## config.mk

```make
export PLATFORM = sky130hd
export DESIGN_NAME = mem_channel_arbiter
export DESIGN_NICKNAME = d
export VERILOG_FILES = /design/src/rtl/mem_channel_arbiter.sv
export SDC_FILE = /design/constraint.sdc
export NUM_CORES = 1
export LEC_CHECK = 0
export ABC_AREA = 1
export BUFFER_PORTS_ARGS = -buffer_cell sky130_fd_sc_hd__buf_4
export CAP_MARGIN = 20
export CORE_MARGIN = 10
export CORE_UTILIZATION = 50
export DETAILED_ROUTE_END_ITERATION = 7
export PLACE_DENSITY_LB_ADDON = 0.3
export SLEW_MARGIN = 20
export SYNTH_ARGS = -nofsm -noshare
export SYNTH_HDL_FRONTEND = slang
export SYNTH_SLANG_ARGS = --single-unit
export TNS_END_PERCENT = 10
```

## constraint.sdc

```tcl
create_clock -name clk -period 3.5 [get_ports clk]
set_clock_uncertainty 0.05 [all_clocks]
set_input_delay 0.7 -clock clk [delete_from_list [all_inputs] [get_ports clk]]
set_output_delay 0.7 -clock clk [all_outputs]
set_load 0.02 [all_outputs]
```

## src/rtl/mem_channel_arbiter.sv

```systemverilog
// Purpose : shares NUM_CHANNELS data-memory channels among NUM_CONSUMERS LSU lanes,
//           with a round-robin handshake FSM per channel.
// Latency : at least 2 cycles from request to consumer ready with zero-wait memory.
//           The request edge is followed by mem valid, and the mem ready edge by consumer ready.
// Backpr. : mem outputs hold until mem ready. Consumer ready holds until the lane drops its valid.
//           Lanes that are not granted simply wait.
//
// Ports   : clk/reset (sync, active-high); consumer_* lane-side read/write request,
//           address, data and completion per lane (packed, lane i at [i*W +: W]);
//           mem_* channel-side request/completion per channel (packed, channel c at [c*W +: W]).
// Option  : define MEM_ARB_PERF_EN to add perf_grant_count / perf_stall_count (16-bit, saturating).
module mem_channel_arbiter #(
   parameter int ADDR_BITS     = 8,
   parameter int DATA_BITS     = 8,
   parameter int NUM_CONSUMERS = 4,
   parameter int NUM_CHANNELS  = 1
) (
   input  logic                                 clk,
   input  logic                                 reset,
`ifdef MEM_ARB_PERF_EN
   output logic [15:0]                          perf_grant_count,
   output logic [15:0]                          perf_stall_count,
`endif
   input  logic [NUM_CONSUMERS-1:0]             consumer_read_valid,
   input  logic [NUM_CONSUMERS*ADDR_BITS-1:0]   consumer_read_address,
   output logic [NUM_CONSUMERS-1:0]             consumer_read_ready,
   output logic [NUM_CONSUMERS*DATA_BITS-1:0]   consumer_read_data,
   input  logic [NUM_CONSUMERS-1:0]             consumer_write_valid,
   input  logic [NUM_CONSUMERS*ADDR_BITS-1:0]   consumer_write_address,
   input  logic [NUM_CONSUMERS*DATA_BITS-1:0]   consumer_write_data,
   output logic [NUM_CONSUMERS-1:0]             consumer_write_ready,
   output logic [NUM_CHANNELS-1:0]              mem_read_valid,
   output logic [NUM_CHANNELS*ADDR_BITS-1:0]    mem_read_address,
   input  logic [NUM_CHANNELS-1:0]              mem_read_ready,
   input  logic [NUM_CHANNELS*DATA_BITS-1:0]    mem_read_data,
   output logic [NUM_CHANNELS-1:0]              mem_write_valid,
   output logic [NUM_CHANNELS*ADDR_BITS-1:0]    mem_write_address,
   output logic [NUM_CHANNELS*DATA_BITS-1:0]    mem_write_data,
   input  logic [NUM_CHANNELS-1:0]              mem_write_ready
);

   localparam int LW = (NUM_CONSUMERS > 1) ? $clog2(NUM_CONSUMERS) : 1;

   typedef enum logic [2:0] {IDLE, READ_WAIT, WRITE_WAIT, READ_RELAY, WRITE_RELAY} state_t;

   state_t                            state_q [NUM_CHANNELS];
   state_t                            state_d [NUM_CHANNELS];
   logic [LW-1:0]                     lane_q  [NUM_CHANNELS];
   logic [LW-1:0]                     lane_d  [NUM_CHANNELS];
   logic [LW-1:0]                     rr_q    [NUM_CHANNELS];
   logic [LW-1:0]                     rr_d    [NUM_CHANNELS];
   logic [NUM_CONSUMERS-1:0]          claim_q, claim_d;
   // Claims as seen while walking the channels: includes this cycle's grants, but
   // not this cycle's releases, so a lane is never granted twice in one cycle.
   logic [NUM_CONSUMERS-1:0]          taken;
   logic                              found;
   int                                sel;
   int                                idx;

   logic [NUM_CONSUMERS-1:0]           consumer_read_ready_d, consumer_write_ready_d;
   logic [NUM_CONSUMERS*DATA_BITS-1:0] consumer_read_data_d;
   logic [NUM_CHANNELS-1:0]            mem_read_valid_d, mem_write_valid_d;
   logic [NUM_CHANNELS*ADDR_BITS-1:0]  mem_read_address_d, mem_write_address_d;
   logic [NUM_CHANNELS*DATA_BITS-1:0]  mem_write_data_d;

   always_comb begin
      state_d                = state_q;
      lane_d                 = lane_q;
      rr_d                   = rr_q;
      claim_d                = claim_q;
      taken                  = claim_q;
      found                  = 1'b0;
      sel                    = 0;
      idx                    = 0;
      consumer_read_ready_d  = consumer_read_ready;
      consumer_write_ready_d = consumer_write_ready;
      consumer_read_data_d   = consumer_read_data;
      mem_read_valid_d       = mem_read_valid;
      mem_write_valid_d      = mem_write_valid;
      mem_read_address_d     = mem_read_address;
      mem_write_address_d    = mem_write_address;
      mem_write_data_d       = mem_write_data;

      // Channels resolve in ascending order so lower channels claim first.
      for (int c = 0; c < NUM_CHANNELS; c++) begin
         case (state_q[c])
            IDLE: begin
               found = 1'b0;
               sel   = 0;
               // Channels beyond the lane count could never hold a distinct lane.
               if (c < NUM_CONSUMERS) begin
                  for (int i = 0; i < NUM_CONSUMERS; i++) begin
                     idx = int'(rr_q[c]) + i;
                     if (idx >= NUM_CONSUMERS) idx = idx - NUM_CONSUMERS;
                     if (!found && !taken[idx] &&
                         (consumer_read_valid[idx] || consumer_write_valid[idx])) begin
                        found = 1'b1;
                        sel   = idx;
                     end
                  end
               end
               if (found) begin
                  taken[sel]   = 1'b1;
                  claim_d[sel] = 1'b1;
                  lane_d[c]    = LW'(sel);
                  if (consumer_read_valid[sel]) begin
                     mem_read_valid_d[c] = 1'b1;
                     mem_read_address_d[c*ADDR_BITS +: ADDR_BITS] =
                        consumer_read_address[sel*ADDR_BITS +: ADDR_BITS];
                     state_d[c] = READ_WAIT;
                  end else begin
                     mem_write_valid_d[c] = 1'b1;
                     mem_write_address_d[c*ADDR_BITS +: ADDR_BITS] =
                        consumer_write_address[sel*ADDR_BITS +: ADDR_BITS];
                     mem_write_data_d[c*DATA_BITS +: DATA_BITS] =
                        consumer_write_data[sel*DATA_BITS +: DATA_BITS];
                     state_d[c] = WRITE_WAIT;
                  end
               end
            end
            READ_WAIT: begin
               if (mem_read_ready[c]) begin
                  mem_read_valid_d[c] = 1'b0;
                  consumer_read_data_d[lane_q[c]*DATA_BITS +: DATA_BITS] =
                     mem_read_data[c*DATA_BITS +: DATA_BITS];
                  consumer_read_ready_d[lane_q[c]] = 1'b1;
                  state_d[c] = READ_RELAY;
               end
            end
            WRITE_WAIT: begin
               if (mem_write_ready[c]) begin
                  mem_write_valid_d[c]              = 1'b0;
                  consumer_write_ready_d[lane_q[c]] = 1'b1;
                  state_d[c]                        = WRITE_RELAY;
               end
            end
            READ_RELAY: begin
               if (!consumer_read_valid[lane_q[c]]) begin
                  consumer_read_ready_d[lane_q[c]] = 1'b0;
                  claim_d[lane_q[c]]               = 1'b0;
                  rr_d[c]    = (lane_q[c] == LW'(NUM_CONSUMERS-1)) ? '0 : lane_q[c] + 1'b1;
                  state_d[c] = IDLE;
               end
            end
            WRITE_RELAY: begin
               if (!consumer_write_valid[lane_q[c]]) begin
                  consumer_write_ready_d[lane_q[c]] = 1'b0;
                  claim_d[lane_q[c]]                = 1'b0;
                  rr_d[c]    = (lane_q[c] == LW'(NUM_CONSUMERS-1)) ? '0 : lane_q[c] + 1'b1;
                  state_d[c] = IDLE;
               end
            end
            default: state_d[c] = IDLE;
         endcase
      end
   end

   always_ff @(posedge clk) begin
      if (reset) begin
         for (int c = 0; c < NUM_CHANNELS; c++) begin
            state_q[c] <= IDLE;
            lane_q[c]  <= '0;
            rr_q[c]    <= LW'(c % NUM_CONSUMERS);
         end
         claim_q              <= '0;
         consumer_read_ready  <= '0;
         consumer_write_ready <= '0;
         consumer_read_data   <= '0;
         mem_read_valid       <= '0;
         mem_write_valid      <= '0;
         mem_read_address     <= '0;
         mem_write_address    <= '0;
         mem_write_data       <= '0;
      end else begin
         state_q              <= state_d;
         lane_q               <= lane_d;
         rr_q                 <= rr_d;
         claim_q              <= claim_d;
         consumer_read_ready  <= consumer_read_ready_d;
         consumer_write_ready <= consumer_write_ready_d;
         consumer_read_data   <= consumer_read_data_d;
         mem_read_valid       <= mem_read_valid_d;
         mem_write_valid      <= mem_write_valid_d;
         mem_read_address     <= mem_read_address_d;
         mem_write_address    <= mem_write_address_d;
         mem_write_data       <= mem_write_data_d;
      end
   end

`ifdef MEM_ARB_PERF_EN
   logic [15:0] grants;
   logic        any_idle;
   logic        stall_hit;
   logic [16:0] grant_sum;

   // A grant is exactly an IDLE channel leaving IDLE this cycle.
   always_comb begin
      grants   = '0;
      any_idle = 1'b0;
      for (int c = 0; c < NUM_CHANNELS; c++) begin
         if (state_q[c] == IDLE) any_idle = 1'b1;
         if (state_q[c] == IDLE && state_d[c] != IDLE) grants = grants + 16'd1;
      end
      stall_hit = (|((consumer_read_valid | consumer_write_valid) & ~claim_q)) && !any_idle;
      grant_sum = {1'b0, perf_grant_count} + {1'b0, grants};
   end

   always_ff @(posedge clk) begin
      if (reset) begin
         perf_grant_count <= '0;
         perf_stall_count <= '0;
      end else begin
         perf_grant_count <= grant_sum[16] ? 16'hFFFF : grant_sum[15:0];
         if (stall_hit && perf_stall_count != 16'hFFFF)
            perf_stall_count <= perf_stall_count + 16'd1;
      end
   end
`endif

endmodule

```

After elaboration in Yosys (flattened, before gate mapping). Index checks and enable logic that the tools add are counted. W data, S select, Z words.

Add/subtract/negate cells: 9. Magnitude comparators: 12. Equality and inequality tests: 12. Shift operators: 5. Multiplexer cells: 98. Bitwise operators: 8. Reductions and logical operators: 38.

Operators with widths (count): $mux W32 (13); $lt A32 B4 Y1 const B (5); $shiftx A32 B32 Y8 (3); $mux W1 (44); $neg A5 Y34 (1); $shift A8 B34 Y32 const A (1); $shiftx A8 B34 Y32 (1); $bwmux W32 (1); $ge A32 B1 Y1 const B (1); $bmux W1 S2 (15); $mux W4 (7); $pmux W4 S2 (2); $mux W3 (5); $pmux W3 S5 (1); $reduce_and A3 Y1 (5); $ne A2 B2 Y1 const B (7); $and A4 B4 Y4 (3); $or A4 B4 Y4 (3); $pmux W4 S3 (1); $reduce_and A4 Y1 (3); $sub A3 B3 Y4 const B (3); $reduce_bool A2 Y1 (5); $ge A3 B3 Y1 const B (3); $logic_and A1 B1 Y1 (9); 23 further kinds (40).

Register bits after elaboration: 77. Input port bits: 116. Output and inout port bits: 66. Logic and storage cells: 194.

Depth between registers and ports, before layout. Gate-level depths: netlist (run 1).

Word-level depth: 32. Mapped depth: 20. Depth with buffers taken out: 19.

Least setup slack after synthesis (run 1). No wires, ideal clock.

Path kind: register to register. Start: register rr_q[1] (netlist bit). End: register mem_read_address[0]. Library setup time: 0.113 ns. Arrival time: 2.252 ns. Data required time: 3.337 ns. Setup slack: 1.085 ns. Stages on the path, launching flop included: 17. Path buffers: 2. Period minus slack after synthesis: 2.415 ns. Cells stage by stage: dfxtp_1 > inv_1 > ha_1 > inv_1 > nand4_2 > nand2_2 > inv_2 > nand3_2 > nand3_1 > nand2_1 > nand2_1 > buf_6 > nand3_4 > nand4_4 > buf_6 > nor2_1 > nor2_1.

Word-level cells in the longest chain between the ends: 29. Elaborated cells between the ends (all ways): 91. Those cells by class: 7 x add/sub; 4 x order compare; 1 x shift; 60 x mux; 19 x reduce/logical.

RTL lines: start: declaration (RTL line 50) `logic [LW-1:0] rr_q [NUM_CHANNELS];`; start signal: indexed assignment (RTL line 163) `rr_q[c] <= LW'(c % NUM_CONSUMERS);`; start signal: assignment (RTL line 177) `rr_q <= rr_d;`; parallel branches: the longest is 29 deep, another holds $sub A2 B3 Y4; end signal: assignment (RTL line 184) `mem_read_address <= mem_read_address_d;`; end: declaration (RTL line 33) `output logic [NUM_CHANNELS*ADDR_BITS-1:0] mem_read_address,`.

Parallel ways; which one is timed is not known. The select of a mux whose other input is x is not followed. A chain may end at the register's enable or synchronous reset.

Worst setup path after layout (run 1).
Start: register rr_q[1] (netlist bit). End: register mem_write_address[0].

Word-level cells in the longest chain between the ends: 30. Elaborated cells between the ends (all ways): 92. Those cells by class: 7 x add/sub; 4 x order compare; 1 x shift; 60 x mux; 1 x bitwise; 19 x reduce/logical.

RTL lines: $sub A2 B3 Y4 or $ge A2 B3 Y1 (tied branches) (RTL line 94) `if (idx >= NUM_CONSUMERS) idx = idx - NUM_CONSUMERS;`; $mux W32 (RTL line 94); $mux W32 (RTL line 86) `case (state_q[c])`; $bmux W1 S2 (on tied branches) (RTL line 95, 96); $mux W1 (on tied branches) (2 in a row) (RTL line 95, 96); $logic_not A1 Y1 or $logic_or A1 B1 Y1 (tied branches) (RTL line 95, 96); $logic_and A1 B1 Y1 (RTL line 95) `if (!found && !taken[idx] &&`; $mux W1 (RTL line 95); [... 11 more ...]; $logic_not A1 Y1 (RTL line 95); $logic_and A1 B1 Y1 (2 in a row) (RTL line 95); $mux W32 (RTL line 95); $mux W32 (RTL line 86); $bmux W1 S2 (RTL line 106) `if (consumer_read_valid[sel]) begin`; $mux W1 (implied by the code) (2 in a row) (RTL line 106); $not A1 Y1 (no source line); $reduce_and A3 Y1 (no source line); end signal: assignment (RTL line 185) `mem_write_address <= mem_write_address_d;`; end: declaration (RTL line 37) `output logic [NUM_CHANNELS*ADDR_BITS-1:0] mem_write_address,`.

Several ways; a longest one is shown, not always the timed one. The select of a mux whose other input is x is not followed.

==> metrics.cfg, run 1 <==
[sta]
rsz0062_at_grt=no
hold_ws_ns=0.405
hold_viol=0
fmax_mhz=323
slew_headroom=0.311
slew_viol_final=0
min_period_ns=3.10
final-setup-viol-count=0
period_share=0.885
max_slew.worst_pin.slew_ns=1.03
setup_tns_ns=0

[pwr]
p_int_mw=2.71
p_leak_nw=3.78
power.share.clock=0.114
p_comb_frac=0.679
peakVddDrop_v=0.000460
power_density_nw_per_um2=834
p_seq_frac=0.207
p_sw_frac=0.532
switching_power_mw=3.07

[clock_network]
cts_tree=done
ctsResizeCount=0
cts_setup_buffers=0
clock_path_buffers=2
clock_latency_ns=0.35
cts_made_buffers=9
cts.hold.buffers_added=0
htree_levels=3
cts_sinks=77
root_buffer=clkbuf_8
cts.reportedPaths.clkPinSlew_ns=0.09

[die]
pin_count=182
coreArea_um2=10400
start_util=0.517
dieHeight_um=124
num_rows=37
dieWidth_um=124
dieArea_um2=15300

[grt]
gr-total-overflow=0
grt_max_degree=95
grt_usage=0.229
grt_pass1_wl_um=28400
antenna_found_initial=0
grt_pass1_vias=5893

[hold_path]
whs_path_depth=2
hold_path_class=reg -> reg
hold_start=mem_read_valid
hold_end=mem_read_valid

[routing]
vias_per_cell=5.07
ant_nets=0
num_vias=6245
drc=0
wl_per_cell_um=14.8
drt_iter0_drc=507
wirelength_um=18200
dr.pass1.iters=5

[layout]
fin_nets=1219
final_area_um2=6930
insertedDiodeCount=0
syn2layout_area_growth_pct=29.3
final_cell_mix=nand2_1, buf_4, nor2_1
drive_gt1_frac=0.216
fin_cells=1231
nFillCells=1017
final_common_cell=nand2_1

[logic_synthesis]
ys_seq_elements=77
avgSynthCellArea_um2=5.74
synth_area_um2=5360
synthCells=934
seq_area_frac_synth=0.287
yosys_warnings=0
yosysUniqueCellTypes=32
syn-num-nets=1063

[worst_setup_path]
r2r_setup_slack_ns=0.40
path_class=reg -> reg
critPathCaptureType=register
ff2ff_path_depth=15
worstPathMaxFanout=33
crit_arrival_ns=3.29
cp.required_ns=3.70
r2r_end=mem_write_address[0]
startpoint_type=register
reg2reg_from=rr_q[1]

[place]
dp_hpwl_um=14000
dp.cells=1215
placed_cell_area_um2=6740
gp_congestion=0.950
io_buffers=181

[run]
drv_cap=0

[status]
status=finished clean

[per-stage QoR]
step	power, mW	worst slack [ns]	utilization
after global placement	5.08	0.398	0.650
after global routing	6.38	0.0716	0.669
after CTS	5.78	0.326	0.668
final	5.78	0.403	0.669
after floorplan	4.14	1.08	-
after detailed placement	5.12	0.342	0.650
[worst max-delay path: stages (launching register included)]
cell and delay, ns:
dfxtp_1 0.55, inv_1 0.19, ha_1 0.35, inv_1 0.11, nand4_2 0.13, nand2_2 0.15, inv_2 0.04, nand3_2 0.07
nand3_1 0.15, a21oi_4 0.40, nand3_2 0.15, nand4_2 0.10, buf_4 0.32, nand2_1 0.10, nand2_1 0.07, nor2_1 0.06
[power by group through the flow]
| stage | logic, mW | registers [mW] | clock network, mW |
|---|---|---|---|
| 6_report | 3.93 | 1.19 | 0.660 |
| 5_1_grt | 4.46 | 1.21 | 0.709 |
| 4_1_cts | 3.92 | 1.19 | 0.668 |
| 3_5_place_dp | 3.90 | 1.21 | 0 |
| 3_3_place_gp | 3.87 | 1.21 | 0 |
| 2_1_floorplan | 2.82 | 1.32 | 0 |
[worst max-delay path by stage]
stage | startpoint | end | slack, ns | depth (start not counted)
2_1_floorplan | rr_q[1] | mem_read_address[0] | 1.08 | 16
3_3_place_gp | consumer_write_valid[2] | mem_write_data[4] | 0.40 | 20
3_5_place_dp | rr_q[1] | mem_read_address[1] | 0.34 | 18
4_1_cts | rr_q[1] | mem_read_address[1] | 0.33 | 18
5_1_grt | rr_q[1] | mem_write_data[4] | 0.07 | 18
6_report | rr_q[1] | mem_write_address[0] | 0.40 | 15
[synth_stat cells (all sizes together)]
master	count	area, um^2
or3	17	106
nand3	38	228
o21ai	16	83.8
nor2	93	367
nand4	13	109
a21oi	56	292
dfxtp	77	1540
nor3	15	75.1
or4	2	15.0
inv	79	299
nand2	453	1730
ha	13	163
or2	2	12.5
buf	30	195
a31oi	4	25.0
a211oi	7	52.6
clkinv	2	7.51
clkbuf	17	63.8
[cell families after synthesis]
group,count (synthesis),synth area share
AND/OR/NAND/NOR,633,0.492
buffers and inverters,128,0.105
adder cells (fa/ha/maj),13,0.0303
flip-flops,77,0.287
AO/OA/AOI/OAI,83,0.0845
[metal layers]
layer  vias to the layer above  GRT usage  share of wire
met1                      2773      0.263           0.40
met3                        33     0.0451          0.080
li1                       3196          -              -
met4                         0     0.0750          0.025
met5                         -          0              0
met2                       243      0.415           0.50
[final cells by class]
cell class,count,area (um^2),share of cell area
Clock buffer,10,128,0.0184
Sequential cell,77,1540,0.222
Inverter,81,309,0.0446
Clock inverter,6,63.8,0.00920
Timing Repair Buffer,192,1470,0.211
Multi-Input combinational cell,729,3260,0.470
Tap cell,136,170,0.0245
Power figures use the tool's default switching activity.
==> run 2, diff against run 1 <==
--- a/config.mk
+++ b/config.mk
@@ -11,5 +11,5 @@
 export CORE_MARGIN = 10
-export CORE_UTILIZATION = 50
+export CORE_UTILIZATION = 51
 export DETAILED_ROUTE_END_ITERATION = 7
-export PLACE_DENSITY_LB_ADDON = 0.3
+export PLACE_DENSITY = 0.9
 export SLEW_MARGIN = 20
==> constraint.sdc (replaced) <==
create_clock -name clk -period 3.5 [get_ports clk]
set_clock_uncertainty 0.05 [all_clocks]
set_input_delay 0.175 -clock clk [delete_from_list [all_inputs] [get_ports clk]]
set_output_delay 0.175 -clock clk [all_outputs]
set_load 0.02 [all_outputs]
==> run 2 against run 1 <==
Against the previous run:
- design area shrank 0.36%
- sequential power is essentially flat
- non-clock buffer count shrank 1
- worst setup slack gained 0.029 ns
- clock power shrank 3%
- worst hold slack lost 0.33 ns
- critical path depth shrank 4
- critical endpoint is now claim_q[1]
- largest cell class unchanged
- largest power group unchanged
==> metrics.cfg, run 2 (synthesized netlist as in run 1, its figures left out) <==
[worst_setup_path]
startpoint_type=register
crit_arrival_ns=3.25  ; -0.04 ns
worstPathMaxFanout=25  ; -24%
cp_top_family=compound AO/OA/AOI/OAI gates
cp.required_ns=3.68  ; -0.02 ns
critPathMaxStageDelay_ns=0.80  ; +0.25 ns
path_cells=inv_1 -> ha_1 -> inv_1 -> nand4_2 -> nand2_2 -> nor2_4 -> nand4_1 -> o21ai_2 -> nor2_1 -> a31oi_1 -> nor3_1
cpMostUsedCell=inv_1
cpMaxStageDelayCell=o21ai_2
cp_num_buf_inv=2  ; -2
path_class=reg -> reg
critPathCaptureType=register

[routing]
num_vias=6333  ; +1.4%
vias_per_cell=5.15  ; +1.5%
dr.pass1.iters=5  ; unchanged
wirelength_um=17600  ; -3.3%
ant_nets=0  ; unchanged
drt_iter0_drc=599  ; +18%
drc=0  ; unchanged
wl_per_cell_um=14.3  ; -3.2%

[clock_network]
clock_path_buffers=2  ; unchanged
root_buffer=clkbuf_8
ctsResizeCount=0  ; unchanged
cts_sinks=77  ; unchanged
htree_levels=3  ; unchanged
clock_latency_ns=0.35  ; about the same
cts_setup_buffers=0  ; unchanged
cts_made_buffers=9  ; unchanged
cts_tree=done
cts.reportedPaths.clkPinSlew_ns=0.09  ; about the same
cts.hold.buffers_added=0  ; unchanged

[layout]
fin_nets=1218  ; -0.082%
seqCellArea_um2=1540  ; unchanged
final_cell_mix=nand2_1, buf_4, nor2_1
nFillCells=899  ; -12%
drive_gt1_frac=0.217  ; about the same
multi_input_area_um2=3260  ; unchanged
final_common_cell=nand2_1
insertedDiodeCount=0  ; unchanged
syn2layout_area_growth_pct=28.8
final_area_um2=6910  ; -0.36%
fin_util=0.672  ; +0.00359

[status]
status=finished clean

[pwr]
power_density_nw_per_um2=826  ; -0.93%
peakVddDrop_v=0.000517  ; +12%
fin_total_pwr_mw=5.71  ; -1.3%
p_leak_nw=3.77  ; -0.30%

[grt]
antenna_found_initial=0  ; unchanged
grt_usage=0.222  ; -0.00700
grt_pass1_wl_um=27600  ; -2.8%
grt_max_degree=95  ; unchanged
gr-total-overflow=0  ; unchanged
grt_pass1_vias=5740  ; -2.6%

[sta]
max_slew.worst_pin.slew_ns=1.02  ; -0.0147 ns
final-setup-viol-count=0  ; unchanged
fmax_mhz=326  ; +0.94%
hold_viol=0  ; unchanged
slew_headroom=0.321  ; +0.0105
period_share=0.876  ; -0.00827
setup_tns_ns=0  ; unchanged
rsz0062_at_grt=no
hold_ws_ns=0.0716  ; -0.334 ns
min_period_ns=3.07  ; -0.0289 ns
slew_viol_final=0  ; unchanged

[hold_path]
hold_path_class=in -> reg

[die]
num_rows=37  ; unchanged
dieArea_um2=15000  ; -1.6%
dieWidth_um=123  ; -0.83%
coreArea_um2=10300  ; -0.89%
start_util=0.522  ; +0.00466
dieHeight_um=123  ; -0.83%
pin_count=182  ; unchanged

[place]
io_buffers=181  ; unchanged
gp_congestion=0.984  ; +3.6%
placed_cell_area_um2=6710  ; -0.41%
dp_hpwl_um=13200  ; -6.1%

[run]
drv_cap=0  ; unchanged

[run 2: tightest hold or removal path, stage by stage]
cell     delay, ns
buf_4         0.12
nand3_1       0.08
a21oi_1       0.06
[run 2: area by class of cell]
type                       instances  share of cell area
timing repair buffer             191               0.210
clock buffer                       9              0.0179
clock inverter                     7             0.00833
inverter                          81              0.0444
multi-input combinational        729               0.471
sequential                        77               0.223
tap                              136              0.0246
[run 2: power breakdown]
part / switching (mW) / leakage (nW) / internal, mW
registers: 0.140 / 0.628 / 1.06
logic: 2.58 / 3.06 / 1.29
clock network: 0.374 / 0.0881 / 0.267
total: 3.09 / 3.77 / 2.61
[run 2: through the flow]
step	setup WS [ns]	std cells
after global routing	0.131	1230
after detailed placement	0.526	1213
final	0.432	1230
after global placement	0.597	1213
after floorplan	1.08	934
after CTS	0.488	1229
[run 2: path summary, 6_finish.rpt]
kind,slack (ns),from,depth (start not counted),endpoint
worst max-delay path,0.43,rr_q[1],11,claim_q[1]
worst min-delay path,0.07,mem_read_data[3],3,consumer_read_data[19]
worst max register to register,0.43,rr_q[1],11,claim_q[1]
worst min register to register,0.41,mem_write_valid,2,mem_write_valid
[run 2: per-layer routing]
| metal | part of all wire | GRT usage | vias to the layer above |
|---|---|---|---|
| li1 | - | - | 3206 |
| met1 | 0.43 | 0.277 | 2820 |
| met2 | 0.47 | 0.378 | 272 |
| met3 | 0.085 | 0.0528 | 35 |
| met4 | 0.019 | 0.0538 | 0 |
| met5 | 0 | 0 | - |
